File: src/rtl/vga_timing_table_if.sv
// Host/config bus and timing-generator handshake for the VGA timing table.
// The master modport is the host side; the table itself connects through slave.
interface vga_timing_table_if #(
   parameter int RES_NUM = 4,
   parameter int H_W     = 12,
   parameter int V_W     = 11,
   parameter int FREQ_W  = 8
);
   localparam int SEL_W = $clog2(RES_NUM);

   logic              req_i;
   logic [SEL_W-1:0]  sel_i;
   logic              stop_i;
   logic              frame_end_i;
   logic              wr_en_i;
   logic [SEL_W-1:0]  wr_idx_i;
   logic [3:0]        wr_field_i;
   logic [15:0]       wr_data_i;

   logic [H_W-1:0]    hd_o;
   logic [H_W-1:0]    hf_o;
   logic [H_W-1:0]    hr_o;
   logic [H_W-1:0]    hb_o;
   logic [V_W-1:0]    vd_o;
   logic [V_W-1:0]    vf_o;
   logic [V_W-1:0]    vr_o;
   logic [V_W-1:0]    vb_o;
   logic [FREQ_W-1:0] freq_int_o;
   logic [FREQ_W-1:0] freq_frac_o;
   logic [SEL_W-1:0]  active_sel_o;
   logic              valid_o;
   logic              busy_o;
   logic              err_o;

   modport master (
      output req_i, sel_i, stop_i, frame_end_i,
      output wr_en_i, wr_idx_i, wr_field_i, wr_data_i,
      input  hd_o, hf_o, hr_o, hb_o, vd_o, vf_o, vr_o, vb_o,
      input  freq_int_o, freq_frac_o, active_sel_o, valid_o, busy_o, err_o
   );

   modport slave (
      input  req_i, sel_i, stop_i, frame_end_i,
      input  wr_en_i, wr_idx_i, wr_field_i, wr_data_i,
      output hd_o, hf_o, hr_o, hb_o, vd_o, vf_o, vr_o, vb_o,
      output freq_int_o, freq_frac_o, active_sel_o, valid_o, busy_o, err_o
   );
endinterface

File: src/rtl/vga_timing_table.sv
// Runtime-programmable VGA timing table; a selected entry is copied into shadow
// output registers, and switches while running wait for the next frame boundary.
module vga_timing_table #(
   parameter int RES_NUM = 4,
   parameter int H_W     = 12,
   parameter int V_W     = 11,
   parameter int FREQ_W  = 8
) (
   input logic               clk_i,
   input logic               arstn_i,
   vga_timing_table_if.slave bus
);
   localparam int SEL_W = $clog2(RES_NUM);

   typedef struct packed {
      logic [H_W-1:0]    hd;
      logic [H_W-1:0]    hf;
      logic [H_W-1:0]    hr;
      logic [H_W-1:0]    hb;
      logic [V_W-1:0]    vd;
      logic [V_W-1:0]    vf;
      logic [V_W-1:0]    vr;
      logic [V_W-1:0]    vb;
      logic [FREQ_W-1:0] fint;
      logic [FREQ_W-1:0] ffrac;
   } timing_t;

   // 800x600 @ 40 MHz is the power-up mode, always usable out of reset.
   localparam timing_t RESET_ENTRY = '{
      hd: H_W'(800), hf: H_W'(40), hr: H_W'(128), hb: H_W'(88),
      vd: V_W'(600), vf: V_W'(1),  vr: V_W'(4),   vb: V_W'(23),
      fint: FREQ_W'(40), ffrac: FREQ_W'(0)
   };

   typedef enum logic [1:0] {IDLE, ACTIVE, PENDING} state_t;

   timing_t          tbl_q [RES_NUM];
   timing_t          tbl_d [RES_NUM];
   logic [9:0]       mask_q [RES_NUM];
   logic [9:0]       mask_d [RES_NUM];

   state_t           state_q, state_d;
   logic [SEL_W-1:0] pend_sel_q, pend_sel_d;
   timing_t          act_q, act_d;
   logic [SEL_W-1:0] act_sel_q, act_sel_d;
   logic             valid_q, valid_d;
   logic             err_q, err_d;

   logic             req_ok;
   timing_t          req_entry;
   timing_t          pend_entry;

   always_comb begin
      tbl_d  = tbl_q;
      mask_d = mask_q;
      if (bus.wr_en_i) begin
         for (int i = 0; i < RES_NUM; i++) begin
            if (bus.wr_idx_i == SEL_W'(i)) begin
               case (bus.wr_field_i)
                  4'd0: tbl_d[i].hd    = bus.wr_data_i[H_W-1:0];
                  4'd1: tbl_d[i].hf    = bus.wr_data_i[H_W-1:0];
                  4'd2: tbl_d[i].hr    = bus.wr_data_i[H_W-1:0];
                  4'd3: tbl_d[i].hb    = bus.wr_data_i[H_W-1:0];
                  4'd4: tbl_d[i].vd    = bus.wr_data_i[V_W-1:0];
                  4'd5: tbl_d[i].vf    = bus.wr_data_i[V_W-1:0];
                  4'd6: tbl_d[i].vr    = bus.wr_data_i[V_W-1:0];
                  4'd7: tbl_d[i].vb    = bus.wr_data_i[V_W-1:0];
                  4'd8: tbl_d[i].fint  = bus.wr_data_i[FREQ_W-1:0];
                  4'd9: tbl_d[i].ffrac = bus.wr_data_i[FREQ_W-1:0];
                  default: ;
               endcase
               if (bus.wr_field_i <= 4'd9) mask_d[i][bus.wr_field_i] = 1'b1;
            end
         end
      end
   end

   // Lookups read the pre-write table, so a same-cycle load sees the old contents.
   always_comb begin
      req_ok     = 1'b0;
      req_entry  = tbl_q[0];
      pend_entry = tbl_q[0];
      for (int i = 0; i < RES_NUM; i++) begin
         if (bus.sel_i == SEL_W'(i)) begin
            req_ok    = &mask_q[i];
            req_entry = tbl_q[i];
         end
         if (pend_sel_q == SEL_W'(i)) pend_entry = tbl_q[i];
      end
   end

   always_comb begin
      state_d    = state_q;
      pend_sel_d = pend_sel_q;
      act_d      = act_q;
      act_sel_d  = act_sel_q;
      valid_d    = valid_q;
      err_d      = 1'b0;
      if (bus.stop_i) begin
         state_d = IDLE;
         valid_d = 1'b0;
      end else begin
         if (bus.req_i && !req_ok) err_d = 1'b1;
         unique case (state_q)
            IDLE: begin
               if (bus.req_i && req_ok) begin
                  act_d     = req_entry;
                  act_sel_d = bus.sel_i;
                  valid_d   = 1'b1;
                  state_d   = ACTIVE;
               end
            end
            ACTIVE: begin
               if (bus.req_i && req_ok) begin
                  pend_sel_d = bus.sel_i;
                  state_d    = PENDING;
               end
            end
            PENDING: begin
               if (bus.req_i && req_ok && bus.frame_end_i) begin
                  act_d     = req_entry;
                  act_sel_d = bus.sel_i;
                  state_d   = ACTIVE;
               end else if (bus.req_i && req_ok) begin
                  pend_sel_d = bus.sel_i;
               end else if (bus.frame_end_i) begin
                  act_d     = pend_entry;
                  act_sel_d = pend_sel_q;
                  state_d   = ACTIVE;
               end
            end
            default: state_d = IDLE;
         endcase
      end
   end

   always_ff @(posedge clk_i or negedge arstn_i) begin
      if (!arstn_i) begin
         for (int i = 0; i < RES_NUM; i++) begin
            tbl_q[i]  <= (i == 0) ? RESET_ENTRY : '0;
            mask_q[i] <= (i == 0) ? 10'h3FF : 10'h000;
         end
         state_q    <= IDLE;
         pend_sel_q <= '0;
         act_q      <= RESET_ENTRY;
         act_sel_q  <= '0;
         valid_q    <= 1'b0;
         err_q      <= 1'b0;
      end else begin
         tbl_q      <= tbl_d;
         mask_q     <= mask_d;
         state_q    <= state_d;
         pend_sel_q <= pend_sel_d;
         act_q      <= act_d;
         act_sel_q  <= act_sel_d;
         valid_q    <= valid_d;
         err_q      <= err_d;
      end
   end

   assign bus.hd_o         = act_q.hd;
   assign bus.hf_o         = act_q.hf;
   assign bus.hr_o         = act_q.hr;
   assign bus.hb_o         = act_q.hb;
   assign bus.vd_o         = act_q.vd;
   assign bus.vf_o         = act_q.vf;
   assign bus.vr_o         = act_q.vr;
   assign bus.vb_o         = act_q.vb;
   assign bus.freq_int_o   = act_q.fint;
   assign bus.freq_frac_o  = act_q.ffrac;
   assign bus.active_sel_o = act_sel_q;
   assign bus.valid_o      = valid_q;
   assign bus.busy_o       = (state_q == PENDING);
   assign bus.err_o        = err_q;
endmodule
File: src/flat_wrapper.sv
// flat-port wrapper written by rule: the top's interface ports become plain ports
module vga_timing_table_flat 
#(
   parameter int RES_NUM = 4,
   parameter int H_W     = 12,
   parameter int V_W     = 11,
   parameter int FREQ_W  = 8
)
  (clk_i, arstn_i, bus_req_i, bus_sel_i, bus_stop_i, bus_frame_end_i, bus_wr_en_i, bus_wr_idx_i, bus_wr_field_i, bus_wr_data_i, bus_hd_o, bus_hf_o, bus_hr_o, bus_hb_o, bus_vd_o, bus_vf_o, bus_vr_o, bus_vb_o, bus_freq_int_o, bus_freq_frac_o, bus_active_sel_o, bus_valid_o, bus_busy_o, bus_err_o);
  vga_timing_table_if #(.RES_NUM(RES_NUM), .H_W(H_W), .V_W(V_W), .FREQ_W(FREQ_W)) bus_i ();
  input logic clk_i;
  input logic arstn_i;
  input wire logic [$bits(bus_i.req_i)-1:0] bus_req_i;
  input wire logic [$bits(bus_i.sel_i)-1:0] bus_sel_i;
  input wire logic [$bits(bus_i.stop_i)-1:0] bus_stop_i;
  input wire logic [$bits(bus_i.frame_end_i)-1:0] bus_frame_end_i;
  input wire logic [$bits(bus_i.wr_en_i)-1:0] bus_wr_en_i;
  input wire logic [$bits(bus_i.wr_idx_i)-1:0] bus_wr_idx_i;
  input wire logic [$bits(bus_i.wr_field_i)-1:0] bus_wr_field_i;
  input wire logic [$bits(bus_i.wr_data_i)-1:0] bus_wr_data_i;
  output wire logic [$bits(bus_i.hd_o)-1:0] bus_hd_o;
  output wire logic [$bits(bus_i.hf_o)-1:0] bus_hf_o;
  output wire logic [$bits(bus_i.hr_o)-1:0] bus_hr_o;
  output wire logic [$bits(bus_i.hb_o)-1:0] bus_hb_o;
  output wire logic [$bits(bus_i.vd_o)-1:0] bus_vd_o;
  output wire logic [$bits(bus_i.vf_o)-1:0] bus_vf_o;
  output wire logic [$bits(bus_i.vr_o)-1:0] bus_vr_o;
  output wire logic [$bits(bus_i.vb_o)-1:0] bus_vb_o;
  output wire logic [$bits(bus_i.freq_int_o)-1:0] bus_freq_int_o;
  output wire logic [$bits(bus_i.freq_frac_o)-1:0] bus_freq_frac_o;
  output wire logic [$bits(bus_i.active_sel_o)-1:0] bus_active_sel_o;
  output wire logic [$bits(bus_i.valid_o)-1:0] bus_valid_o;
  output wire logic [$bits(bus_i.busy_o)-1:0] bus_busy_o;
  output wire logic [$bits(bus_i.err_o)-1:0] bus_err_o;
  assign bus_i.req_i = bus_req_i;
  assign bus_i.sel_i = bus_sel_i;
  assign bus_i.stop_i = bus_stop_i;
  assign bus_i.frame_end_i = bus_frame_end_i;
  assign bus_i.wr_en_i = bus_wr_en_i;
  assign bus_i.wr_idx_i = bus_wr_idx_i;
  assign bus_i.wr_field_i = bus_wr_field_i;
  assign bus_i.wr_data_i = bus_wr_data_i;
  assign bus_hd_o = bus_i.hd_o;
  assign bus_hf_o = bus_i.hf_o;
  assign bus_hr_o = bus_i.hr_o;
  assign bus_hb_o = bus_i.hb_o;
  assign bus_vd_o = bus_i.vd_o;
  assign bus_vf_o = bus_i.vf_o;
  assign bus_vr_o = bus_i.vr_o;
  assign bus_vb_o = bus_i.vb_o;
  assign bus_freq_int_o = bus_i.freq_int_o;
  assign bus_freq_frac_o = bus_i.freq_frac_o;
  assign bus_active_sel_o = bus_i.active_sel_o;
  assign bus_valid_o = bus_i.valid_o;
  assign bus_busy_o = bus_i.busy_o;
  assign bus_err_o = bus_i.err_o;
  vga_timing_table #(.RES_NUM(RES_NUM), .H_W(H_W), .V_W(V_W), .FREQ_W(FREQ_W)) u_core (.clk_i(clk_i), .arstn_i(arstn_i), .bus(bus_i));
endmodule
File: config.mk
export PLATFORM = sky130hd
export DESIGN_NAME = vga_timing_table_flat
export DESIGN_NICKNAME = d
export VERILOG_FILES = /design/src/rtl/vga_timing_table_if.sv /design/src/rtl/vga_timing_table.sv /design/src/flat_wrapper.sv
export SDC_FILE = /design/constraint.sdc
export NUM_CORES = 1
export LEC_CHECK = 0
export BUFFER_PORTS_ARGS = -buffer_cell sky130_fd_sc_hd__buf_2
export CAP_MARGIN = 20
export CORE_ASPECT_RATIO = 0.5
export CORE_MARGIN = 1.5
export CORE_UTILIZATION = 59
export CTS_CLUSTER_SIZE = 24
export DETAILED_ROUTE_END_ITERATION = 16
export GPL_TIMING_DRIVEN = 0
export HOLD_SLACK_MARGIN = 0.03
export PLACE_DENSITY = 0.85
export SLEW_MARGIN = 40
export SYNTH_ARGS = -nofsm -noshare
export SYNTH_HDL_FRONTEND = slang
export SYNTH_SLANG_ARGS = --single-unit
File: constraint.sdc
create_clock -name clk_i -period 3.15 [get_ports clk_i]
set_input_delay 0.945 -clock clk_i [delete_from_list [all_inputs] [get_ports clk_i]]
set_output_delay 0.945 -clock clk_i [all_outputs]
set_load 0.02 [all_outputs]
== After elaboration in Yosys (flattened, before gate mapping) ==
Cells that the tools add are included.

* Bits of input ports: 30
* Logic and storage cells: 197
* Output and inout bits: 113
* Bits in registers: 588

* Equality and inequality tests: 28
* Reduce and logical (&&, ||, !) cells: 65
* Muxes and demuxes: 37
* Magnitude comparators: 3
* Bitwise operators: 5

{| class="wikitable"
|+ Operators by type and width
! kind !! number
|-
| 108-bit 2-to-1 mux || 10
|-
| 108-bit one-hot mux with 2 select lines || 1
|-
| 3-bit AND reduction || 45
|-
| 10-bit OR || 4
|-
| 10-bit AND reduction || 4
|-
| 2-bit 2-to-1 mux || 12
|-
| 4-bit by 3-bit equality test with 1-bit output (second input constant) || 4
|-
| 2-bit equality test (second input constant) || 7
|-
| 1-bit 2-to-1 mux || 10
|-
| 3-bit by 2-bit inequality test with 1-bit output (second input constant) || 3
|-
| 2-bit by 1-bit equality test with 1-bit output (second input constant) || 4
|-
| 4-bit by 2-bit equality test with 1-bit output (second input constant) || 2
|-
| 4-bit equality test (second input constant) || 2
|-
| 2-bit one-hot mux with 2 select lines || 2
|-
| 2-bit nonzero test || 4
|-
| 2-bit zero test || 3
|-
| 2-bit one-hot mux with 3 select lines || 1
|-
| 4-bit by 5-bit < comparator with 1-bit output (second input constant) || 1
|-
| 5-bit AND reduction || 1
|-
| 1-bit demux with 4-bit select || 1
|-
| 4-bit by 1-bit equality test with 1-bit output (second input constant) || 1
|-
| 4-bit by 1-bit >= comparator with 1-bit output (second input constant) || 1
|-
| 4-bit <= comparator (second input constant) || 1
|-
| 1-bit logical AND || 4
|-
| 10 further kinds || 10
|}

== Longest topological paths before layout ==
Gate-level depths: netlist of the first run.

* Word-level depth: 10
* Depth in mapped cells: 9

== Least setup slack after synthesis of the first run ==
OpenSTA, ideal clock, no wires.

* Path kind: input to register
* Start point: input bus_sel_i[0]
* End point: register u_core.act_q (netlist bit u_core.bus.freq_frac_o[7])
* Data required time: 3.025 ns
* Setup time: 0.125 ns
* Setup slack: 0.307 ns
* Stages on the path: 9
* Arrival: 2.718 ns
* Path through: buf_2 > nand4b_4 > nor3_2 > nor3_2 > o31ai_2 > buf_6 > buf_6 > mux2_2 > mux2_4

* Longest elaborated chain between the ends: 9
* Elaborated cells on any way between the ends: 20

{| class="wikitable"
|+ RTL lines
! what !! RTL line !! text
|-
| start, declared || flat_wrapper.sv:14 || <nowiki>input wire logic [$bits(bus_i.sel_i)-1:0] bus_sel_i;</nowiki>
|-
| 2-bit zero test || vga_timing_table.sv:84 || <nowiki>if (bus.sel_i == SEL_W'(i)) begin</nowiki>
|-
| 1-bit 2-to-1 mux (4 in series) || vga_timing_table.sv:84 ||
|-
| 1-bit logical AND || vga_timing_table.sv:106, vga_timing_table.sv:120, vga_timing_table.sv:124 ||
|-
| 1-bit logical AND || vga_timing_table.sv:120 || <nowiki>if (bus.req_i && req_ok && bus.frame_end_i) begin</nowiki>
|-
| 3-bit inequality test (no line), or another cell as far along || n/a ||
|-
| 5-bit AND reduction (no line) or 108-bit one-hot mux with 2 select lines (tied branches) || n/a ||
|-
| end signal, assigned || vga_timing_table.sv:154 || <nowiki>act_q <= act_d;</nowiki>
|-
| end, declared || vga_timing_table.sv:44 || <nowiki>timing_t act_q, act_d;</nowiki>
|}

Parallel ways exist; a longest one is shown, timed or not. The select of a mux whose other input is x is not followed.
A chain may end at the register's enable or synchronous reset.

== Worst setup path in the final report of the first run ==
* Start point: input bus_sel_i[0]
* End point: register u_core.act_q (netlist bit u_core.bus.hb_o[11])

Same word-level chain as after synthesis.

==> impl_metrics.csv, run 1 <==
group,metric,value,unit
status,status,"complete, but fails checks",
status,violations,"antenna rules",
worst_setup_path,cp.required,3.62,ns
pwr,peakVddDrop,421,uV
worst_setup_path,crit_type,"in2reg",
global_route,overflow,0,
clock_tree,numClockSinks,588,
pwr,p_per_area,644,mW/mm^2
worst_setup_path,setup.worst_path.end,"u_core.bus.hb_o[11]",
global_route,grt_max_degree,77,
synthesis,avgSynthCellArea,16.5,sq um
pwr,leakage,0.0153,uW
synthesis,yosysSeqAreaShare,50.9,%
route,drt-initial-drc-count,1902,
route,drt_first_pass_iters,5,
pwr,power.clock.fraction,32.9,%
global_route,grt_pass1_wl,117000,um
pwr,p_switching,5830,uW
placement,dp_hpwl,50600,um
worst_setup_path,rr_worst_depth,5,
clock_tree,clkLatencyLatePin,0.59,ns
timing,slew_violations,0,
synthesis,syn_inst,1760,
global_route,grt_pass1_vias,18400,
min_path,min_path_type,"in2async",
clock_tree,clkTransAtPathRegs,0.07,ns
pwr,design_power_total,21000,uW
clock_tree,root_buffer,"clkbuf_16",
clock_tree,cts_buffers,51,
timing,finalSetupViolCount,0,
route,via_per_inst,6.64,
clock_tree,htreeDepth,2,
synthesis,synth_ff_type,"dfrtp_1",
route,wl_per_cell,29.8,um
worst_setup_path,r2r-start,"u_core.pend_sel_q[1]",
timing,fmax,0.324,GHz
job,cap_viol_max_count,0,
route,ant_nets,1,
clock_tree,cts_tree,"built",
cells_and_area,num-nets-final,1977,
worst_setup_path,crit_arrival,3.56,ns
cells_and_area,syn2layout_area_growth,12.4,%
synthesis,synth_warnings,0,
placement,routabilityCongestion,0.956,
floorplanning,dieArea,0.0506,sq mm
pwr,p_sw_share,27.7,%
route,route.vias.total,17600,
synthesis,synth_cell_types,38,
pwr,pwr-share-seq,45.9,%
floorplanning,core,0.0486,sq mm
synthesis,synth_edf_count,0,
floorplanning,start_util,59.8,%
cells_and_area,nFillCells,3097,
clock_tree,clockBufferDepth,3,
floorplanning,io_pins,143,
global_route,grt.total_usage,31.6,%
floorplanning,die_width,317,um
timing,final.setup.tns,0,ns
worst_setup_path,reg2reg_to,"u_core.bus.hf_o[4]",
floorplanning,die_y,160,um
timing,min_period,3.09,ns
timing,skew,0.0176,ns
global_route,antenna_found_initial,12,
route,drc,0,
worst_setup_path,crit_fanout,10,
timing,timing.final.crit_share,98.0,%
timing,rsz0062_at_grt,"no",
synthesis,syn-num-nets,1790,
floorplanning,rows,57,
worst_setup_path,startpoint,"bus_sel_i[0]",
timing,slew_headroom,35.9,%
cells_and_area,final_layout_size_suffix_gt1_share,57.2,%
timing,hold_viol_final,0,
synthesis,synth_area,0.0290,sq mm
route,wirelength,78800,um
worst_setup_path,rrSetupSlack,0.28,ns
worst_setup_path,cp-start-kind,"input pin",
synthesis,async_reset_ff_share,100,%
placement,numPortBuffers,127,
synthesis,ys_seq_elements,588,
pwr,p_int,15200,uW
pwr,combPwrFrac,21.2,%
timing,worst_pin_slew,0.962,ns
worst_setup_path,cp-end-kind,"flop",
## critical path, cell delays in order
cell	delay, ns
buf_2	0.22
nand4_1	0.28
nor3_1	0.46
nor3_2	0.11
o31ai_2	0.31
buf_6	0.29
buf_6	0.23
mux2_1	0.41
mux2_4	0.28
## routing by layer
layer | routed length, um | vias to the layer above | global-route usage (%)
met3 | 8190 | 171 | 9.36
met4 | 3000 | 6 | 12.7
li1 | - | 7039 | -
met5 | 40 | - | 0
met1 | 30200 | 9522 | 42.9
met2 | 37400 | 833 | 48.4
## cell usage after synthesis, types with 11 or more instances
library cell,instances,area [sq um]
dfrtp_1,536,13400
mux2_2,438,4930
mux4_2,216,4860
mux2_1,114,1280
mux2_4,100,1500
clkbuf_1,86,323
dfstp_2,52,1370
nand2b_1,41,257
nand2_1,34,128
buf_2,32,160
buf_1,13,48.8
buf_6,12,135
nor2_1,11,41.3
## worst min path at each step
stage	start	to	slack, ns
final	arstn_i	u_core.tbl_q[354]	0.25
after floorplan	u_core.mask_q[12]	u_core.mask_q[12]	0.43
after global routing	arstn_i	u_core.tbl_q[354]	0.26
after CTS	arstn_i	u_core.tbl_q[354]	0.26
after global placement	u_core.mask_q[23]	u_core.mask_q[23]	0.45
after detailed placement	u_core.mask_q[22]	u_core.mask_q[22]	0.46
## repair_timing
item / 4_1_cts / 5_1_grt
gates resized for setup: 1 / 0
gates cloned: 0 / 0
setup buffers: 0 / 0
hold buffers: 0 / 0
endpoints found under the setup margin: 1 / 1
## sequential cells by signal, indices dropped and copies added (netlist names)
name and cells:
u_core.tbl_q 432, u_core.mask_q 40, u_core.bus.hb_o 12, u_core.bus.hd_o 12, u_core.bus.hf_o 12, u_core.bus.hr_o 12
u_core.bus.vb_o 11, u_core.bus.vd_o 11, u_core.bus.vf_o 11, u_core.bus.vr_o 11, u_core.bus.freq_frac_o 8, u_core.bus.freq_int_o 8
u_core.bus.active_sel_o 2, u_core.pend_sel_q 2, u_core.state_q 2, u_core.bus.err_o 1, u_core.bus.valid_o 1
## layout make-up
| class | instances | area (sq um) | share of cell area (%) |
|---|---|---|---|
| Antenna cell | 10 | 25.0 | 0.0767 |
| Buffer | 152 | 871 | 2.67 |
| Clock buffer | 75 | 1550 | 4.75 |
| Clock inverter | 19 | 289 | 0.886 |
| Inverter | 2 | 7.51 | 0.0230 |
| Multi-Input combinational cell | 1017 | 13400 | 41.2 |
| Sequential cell | 588 | 14800 | 45.3 |
| Tap cell | 649 | 812 | 2.49 |
| Timing Repair Buffer | 135 | 866 | 2.65 |
## cells by family after synthesis
group                  synth area share (%)
flip-flops                             50.9
buffers and inverters                  2.84
AO/OA/AOI/OAI                         0.263
AND/OR/NAND/NOR                        2.63
multiplexers                           43.4
## per-stage QoR
stage | instance area, sq um | utilization, % | setup WS (ns) | hold WS (ns) | cells
2_1_floorplan | 29000 | - | 0.307 | 0.434 | 1760
3_3_place_gp | 30500 | 62.8 | -10.73 | 0.449 | 2536
3_5_place_dp | 30800 | 63.3 | -0.605 | 0.456 | 2544
4_1_cts | 32600 | 67.1 | 0.0929 | 0.256 | 2638
5_1_grt | 32600 | 67.1 | 0.00473 | 0.265 | 2638
6_report | 32600 | 67.2 | 0.0625 | 0.251 | 2647
## placed cells by master (no fill, tap or decap), types with 8 or more instances in the layout
| master | instances |
|---|---|
| buf_16 | 8 |
| mux2_4 | 100 |
| nor2_1 | 11 |
| dfrtp_1 | 536 |
| mux4_2 | 216 |
| mux2_2 | 438 |
| clkbuf_2 | 45 |
| buf_6 | 12 |
| clkbuf_1 | 48 |
| nand2b_1 | 41 |
| diode_2 | 10 |
| nand3_1 | 8 |
| buf_2 | 159 |
| buf_8 | 11 |
| nand2_1 | 34 |
| dfstp_2 | 52 |
| buf_1 | 12 |
| mux2_1 | 114 |
| clkbuf_16 | 53 |
| clkbuf_8 | 14 |
| nor2b_1 | 8 |
| nor3_1 | 9 |
## power by group through the flow
| stage | combinational (uW) | clock, uW | sequential, uW |
|---|---|---|---|
| final | 4450 | 6900 | 9650 |
| after detailed placement | 4430 | 0 | 9700 |
| after global placement | 4250 | 0 | 9600 |
| after CTS | 4480 | 6930 | 9600 |
| after global routing | 4700 | 7220 | 9760 |
| after floorplan | 2800 | 0 | 9850 |
Power figures use the tool's default switching activity.
==> inputs of run 2 (changes only) <==
--- a/config.mk
+++ b/config.mk
@@ -9,12 +9,12 @@
 export CAP_MARGIN = 20
 export CORE_ASPECT_RATIO = 0.5
 export CORE_MARGIN = 1.5
-export CORE_UTILIZATION = 59
+export CORE_UTILIZATION = 30
 export CTS_CLUSTER_SIZE = 24
 export DETAILED_ROUTE_END_ITERATION = 16
 export GPL_TIMING_DRIVEN = 0
 export HOLD_SLACK_MARGIN = 0.03
-export PLACE_DENSITY = 0.85
+export PLACE_DENSITY = 0.53
 export SLEW_MARGIN = 40
 export SYNTH_ARGS = -nofsm -noshare
 export SYNTH_HDL_FRONTEND = slang
==> constraint.sdc (replaced) <==
create_clock -name clk_i -period 3.15 [get_ports clk_i]
set_input_delay 0.945 -clock clk_i [delete_from_list [all_inputs] [get_ports clk_i]]
set_output_delay 0.945 -clock clk_i [all_outputs]
set_load 0.1 [all_outputs]
==> run 2 against run 1 <==
Net effect:
- the flow now finishes without violations
- largest cell class unchanged
- critical path depth shrank 2
- global-route usage shrank 14 points
- worst hold slack lost 0.055 ns
- sequential power shrank 0.9%
- total power grew 11%
- sequential share of layout area shrank 1.2 points
==> impl_metrics.csv, run 2 (synthesis gave the netlist of run 1 again) <==
group,metric,value,unit
worst_setup_path,crit_arrival,3.57,ns
timing,slew_headroom,43.3,%
placement,pre_cts_ws,-0.507,ns
pwr,p_sw_share,34.1,%
pwr,leakage,0.0154,uW
floorplanning,rows,80,
clock_tree,clkLatencyLatePin,0.65,ns
timing,min_period,3.05,ns
global_route,met3_usage,2.83,%
floorplanning,dieArea,0.0988,sq mm
timing,final.setup.tns,0,ns
route,ant_nets,0,
global_route,grt_pass1_wl,124000,um
pwr,p_per_area,694,mW/mm^2
cells_and_area,nFillCells,9094,
pwr,pwr-share-seq,41.1,%
cells_and_area,num-nets-final,1987,
cells_and_area,syn2layout_area_growth,15.5,%
global_route,grt_pass1_vias,17300,
timing,hold_viol_final,0,
clock_tree,numClockSinks,588,
timing,slew_violations,0,
route,wl_per_cell,26.1,um
placement,place_inst,3167,
cells_and_area,final_cells,3280,
status,status,"completed",
global_route,grt.total_usage,17.4,%
clock_tree,post_cts_buffers,0,
timing,skew,0.0367,ns
global_route,met2_usage,27.6,%
timing,worst_pin_slew,0.851,ns
route,drt-initial-drc-count,1038,
global_route,grt_max_degree,99,
worst_setup_path,setup.worst_path.end,"u_core.bus.hr_o[1]",
route,via_per_inst,5.08,
worst_setup_path,cp-end-kind,"flop",
pwr,design_power_total,23300,uW
worst_setup_path,rr_worst_depth,6,
route,drt_first_pass_iters,5,
pwr,combPwrFrac,27.9,%
pwr,p_int,15300,uW
global_route,antenna_found_initial,10,
clock_tree,htreeDepth,2,
clock_tree,cts_tree,"built",
worst_setup_path,reg2reg_to,"u_core.bus.hr_o[1]",
placement,dp_hpwl,57000,um
global_route,busiest_layer,"met2",
worst_setup_path,r2r-start,"u_core.pend_sel_q[1]",
worst_setup_path,startpoint,"bus_sel_i[1]",
clock_tree,clockBufferDepth,3,
cells_and_area,final_layout_size_suffix_gt1_share,57.6,%
clock_tree,cts_buffers,59,
floorplanning,die_width,443,um
route,drc,0,
worst_setup_path,cp-start-kind,"input pin",
worst_setup_path,crit_type,"in2reg",
global_route,grtUsageMet1,24.1,%
cells_and_area,largest_reg_flops,432,
timing,finalSetupViolCount,0,
timing,timing.final.crit_share,96.8,%
clock_tree,cts_hold_buf,0,
pwr,p_switching,7930,uW
job,cap_viol_max_count,0,
cells_and_area,biggestRegsByFlops,"u_core.tbl_q x432, u_core.mask_q x40",
placement,numPortBuffers,127,
placement,routabilityCongestion,0.844,
min_path,min_path_type,"in2async",
floorplanning,die_y,223,um
worst_setup_path,crit_fanout,10,
timing,rsz0062_at_grt,"no",
cells_and_area,layout_commonest_cell,"dfrtp_1",
cells_and_area,final_cell_mix,"dfrtp_1, mux2_2, mux4_2, buf_2, mux2_1",
floorplanning,core,0.0956,sq mm
worst_setup_path,rrSetupSlack,0.27,ns
clock_tree,root_buffer,"clkbuf_16",
route,wirelength,85600,um
floorplanning,io_pins,143,
timing,setup_ws,0.101,ns
worst_setup_path,cp.required,3.67,ns
route,route.vias.total,16600,
global_route,overflow,0,
pwr,peakVddDrop,469,uV
clock_tree,cts_resized,0,
clock_tree,clkTransAtPathRegs,0.06,ns
cells_and_area,largest_register,"u_core.tbl_q",
pwr,power.clock.fraction,31.1,%
floorplanning,start_util,30.4,%
timing,fmax,0.328,GHz
run 2: layout make-up:
cell class | instances | area, sq um | share of cell area, %
multi-input cells | 1017 | 13400 | 40.1
well taps | 1271 | 1590 | 4.74
flip-flops and latches | 588 | 14800 | 44.1
plain buffers | 153 | 893 | 2.66
clock buffers | 96 | 1780 | 5.29
clock inverters | 12 | 164 | 0.489
diodes | 5 | 12.5 | 0.0373
repair buffers | 136 | 886 | 2.64
inverters | 2 | 7.51 | 0.0224
run 2: how the worst min path moves through the flow:
stage,from,to,slack [ns],depth (start not counted)
floorplan,u_core.mask_q[12],u_core.mask_q[12],0.43,1
global route,arstn_i,u_core.bus.vd_o[7],0.20,1
finish,arstn_i,u_core.bus.vd_o[8],0.20,1
detailed placement,u_core.mask_q[8],u_core.mask_q[8],0.45,1
CTS,arstn_i,u_core.bus.vd_o[8],0.18,1
global placement,u_core.mask_q[0],u_core.mask_q[0],0.45,1
run 2: per-stage QoR:
step | hold WS [ns] | util [%] | area [sq um]
6_report | 0.196 | 35.1 | 33500
5_1_grt | 0.202 | 35.1 | 33500
4_1_cts | 0.178 | 35.1 | 33500
3_5_place_dp | 0.455 | 33.0 | 31600
3_3_place_gp | 0.451 | 32.7 | 31300
2_1_floorplan | 0.434 | - | 29000
run 2: power groups by stage:
| stage | logic (uW) | clock network, uW | registers, uW |
|---|---|---|---|
| 5_1_grt | 6800 | 7730 | 9710 |
| 6_report | 6490 | 7230 | 9560 |
| 2_1_floorplan | 2820 | 0 | 11800 |
| 3_5_place_dp | 6560 | 0 | 9680 |
| 4_1_cts | 6570 | 7420 | 9560 |
| 3_3_place_gp | 6450 | 0 | 9630 |
run 2: routing by layer:
layer  vias to the layer above  wire length, um
met5                         -                0
met4                         0             2790
met3                       117             3980
met2                       345            39900
met1                      9086            39000
li1                       7100                -
run 2: worst max-delay path: stages:
cell      delay [ns]
buf_2           0.18
buf_2           0.39
buf_2           0.40
clkbuf_1        0.59
mux4_2          0.40
mux2_1          0.38
mux2_4          0.28
==> inputs of run 3 (changes only) <==
--- a/config.mk
+++ b/config.mk
@@ -7,6 +7,8 @@
 export LEC_CHECK = 0
 export BUFFER_PORTS_ARGS = -buffer_cell sky130_fd_sc_hd__buf_2
 export CAP_MARGIN = 20
+export CELL_PAD_IN_SITES_DETAIL_PLACEMENT = 0
+export CELL_PAD_IN_SITES_GLOBAL_PLACEMENT = 1
 export CORE_ASPECT_RATIO = 0.5
 export CORE_MARGIN = 1.5
 export CORE_UTILIZATION = 30
@@ -14,7 +16,7 @@
 export DETAILED_ROUTE_END_ITERATION = 16
 export GPL_TIMING_DRIVEN = 0
 export HOLD_SLACK_MARGIN = 0.03
-export PLACE_DENSITY = 0.53
+export PLACE_DENSITY = 0.58
 export SLEW_MARGIN = 40
 export SYNTH_ARGS = -nofsm -noshare
 export SYNTH_HDL_FRONTEND = slang
==> run 3 against run 2 <==
Net effect:
- critical path depth increased by 2
- fmax is 0.35% higher
- global-route usage grew 0.59 points
- die area is the same
==> impl_metrics.csv, run 3 (synthesis gave the netlist of run 1 again) <==
group,metric,value,unit
route,wl_per_cell,26.8,um
cells_and_area,nFillCells,9100,
cells_and_area,largest_reg_flops,432,
floorplanning,io_pins,143,
route,drt-initial-drc-count,979,
worst_setup_path,crit_fanout,10,
cells_and_area,final_layout_size_suffix_gt1_share,57.7,%
floorplanning,die_y,223,um
cells_and_area,design_area,0.0337,sq mm
timing,fmax,0.329,GHz
timing,holdWs,0.283,ns
cells_and_area,syn2layout_area_growth,16.1,%
global_route,grt_pass1_wl,127000,um
floorplanning,rows,80,
clock_tree,cts_hold_buf,0,
global_route,overflow,0,
cells_and_area,largest_register,"u_core.tbl_q",
timing,final.setup.tns,0,ns
worst_setup_path,crit_arrival,3.54,ns
pwr,peakVddDrop,424,uV
timing,slew_violations,0,
floorplanning,start_util,30.4,%
pwr,leakage,0.0155,uW
clock_tree,root_buffer,"clkbuf_16",
cells_and_area,layout_commonest_cell,"dfrtp_1",
worst_setup_path,rr_worst_depth,8,
worst_setup_path,cp.required,3.65,ns
placement,dpl_cell_area,0.0316,sq mm
worst_setup_path,r2r-start,"u_core.mask_q[14]",
clock_tree,cts_tree,"built",
timing,timing.final.crit_share,96.5,%
timing,finalSetupViolCount,0,
status,status,"completed",
min_path,min_path_type,"in2async",
placement,numPortBuffers,127,
timing,skew,0.0234,ns
cells_and_area,num-nets-final,1996,
worst_setup_path,crit_type,"in2reg",
floorplanning,dieArea,0.0988,sq mm
cells_and_area,biggestRegsByFlops,"u_core.tbl_q x432, u_core.mask_q x40",
global_route,grt_max_degree,102,
clock_tree,cts_buffers,66,
clock_tree,htreeDepth,3,
route,ant_nets,0,
clock_tree,clkTransAtPathRegs,0.06,ns
placement,dp_hpwl,58200,um
route,via_per_inst,5.08,
global_route,grt.total_usage,18.0,%
job,cap_viol_max_count,0,
route,drc,0,
timing,slew_headroom,41.7,%
route,wirelength,88100,um
floorplanning,die_width,443,um
worst_setup_path,reg2reg_to,"u_core.bus.active_sel_o[0]",
timing,rsz0062_at_grt,"no",
clock_tree,clkLatencyLatePin,0.62,ns
global_route,antenna_found_initial,12,
timing,min_period,3.04,ns
timing,worst_pin_slew,0.875,ns
route,drt_first_pass_iters,5,
worst_setup_path,cp-end-kind,"flop",
worst_setup_path,cp-start-kind,"input pin",
route,route.vias.total,16700,
floorplanning,core,0.0956,sq mm
global_route,grt_pass1_vias,17400,
placement,routabilityCongestion,0.802,
clock_tree,numClockSinks,588,
clock_tree,clockBufferDepth,3,
worst_setup_path,rrSetupSlack,0.27,ns
timing,hold_viol_final,0,
pwr,p_per_area,705,mW/mm^2
cells_and_area,final_cell_mix,"dfrtp_1, mux2_2, mux4_2, buf_2, mux2_1",
[run 3: power breakdown]
group	switching (uW)	internal, uW	leakage [uW]
Sequential	765	8800	0.00766
Combinational	4100	2400	0.00683
Clock	3230	4470	0.00103
Total	8090	15700	0.0155
[run 3: final cells by class]
| cell class | instances | area (sq um) | share of cell area, % |
|---|---|---|---|
| well taps | 1271 | 1590 | 4.72 |
| clock inverters | 8 | 76.3 | 0.226 |
| diodes | 4 | 10.0 | 0.0297 |
| clock buffers | 109 | 2030 | 6.01 |
| repair buffers | 138 | 901 | 2.67 |
| inverters | 2 | 7.51 | 0.0223 |
| multi-input cells | 1017 | 13400 | 39.9 |
| plain buffers | 153 | 893 | 2.65 |
| flip-flops and latches | 588 | 14800 | 43.8 |
[run 3: what timing repair did]
item / in CTS / in global routing
gates resized for setup: 1 / 0
hold endpoints to repair: 0 / 0
setup buffers: 0 / 0
setup endpoints to repair: 1 / 0
[run 3: metal layers]
metal  GRT usage (%)  vias to the layer above  wire length [um]
li1                -                     7097                 -
met1            25.0                     9151             40800
met2            28.1                      333             40500
met3            3.30                      143              3810
met4            6.35                        2              3050
met5               0                        -                13
[run 3: stage by stage]
step / instances / util (%) / setup WS [ns] / power (uW)
5_1_grt: 3286 / 35.3 / 0.0967 / 24700
3_5_place_dp: 3168 / 33.1 / -0.670 / 16200
3_3_place_gp: 3158 / 32.7 / -11.79 / 16100
2_1_floorplan: 1760 / - / 0.305 / 14600
6_report: 3290 / 35.3 / 0.111 / 23800
4_1_cts: 3285 / 35.3 / 0.0972 / 24000
[run 3: how the worst max path moves through the flow]
stage,to,depth (start not counted),start,slack [ns]
final,u_core.bus.active_sel_o[0],9,bus_sel_i[0],0.11
after global placement,u_core.bus.hf_o[8],1,arstn_i,-11.79
after floorplan,u_core.bus.freq_frac_o[7],9,bus_sel_i[0],0.31
after detailed placement,u_core.bus.active_sel_o[0],9,bus_sel_i[0],-0.67
after CTS,u_core.bus.hf_o[4],7,bus_sel_i[1],0.1
after global routing,u_core.bus.active_sel_o[0],9,bus_sel_i[0],0.1
[run 3: critical path, cell delays in order]
cell      delay (ns)
buf_2           0.18
nand4b_4        0.19
nor3_2          0.48
nor3_2          0.12
o31ai_2         0.33
buf_6           0.29
buf_6           0.24
mux2_1          0.44
mux2_4          0.29
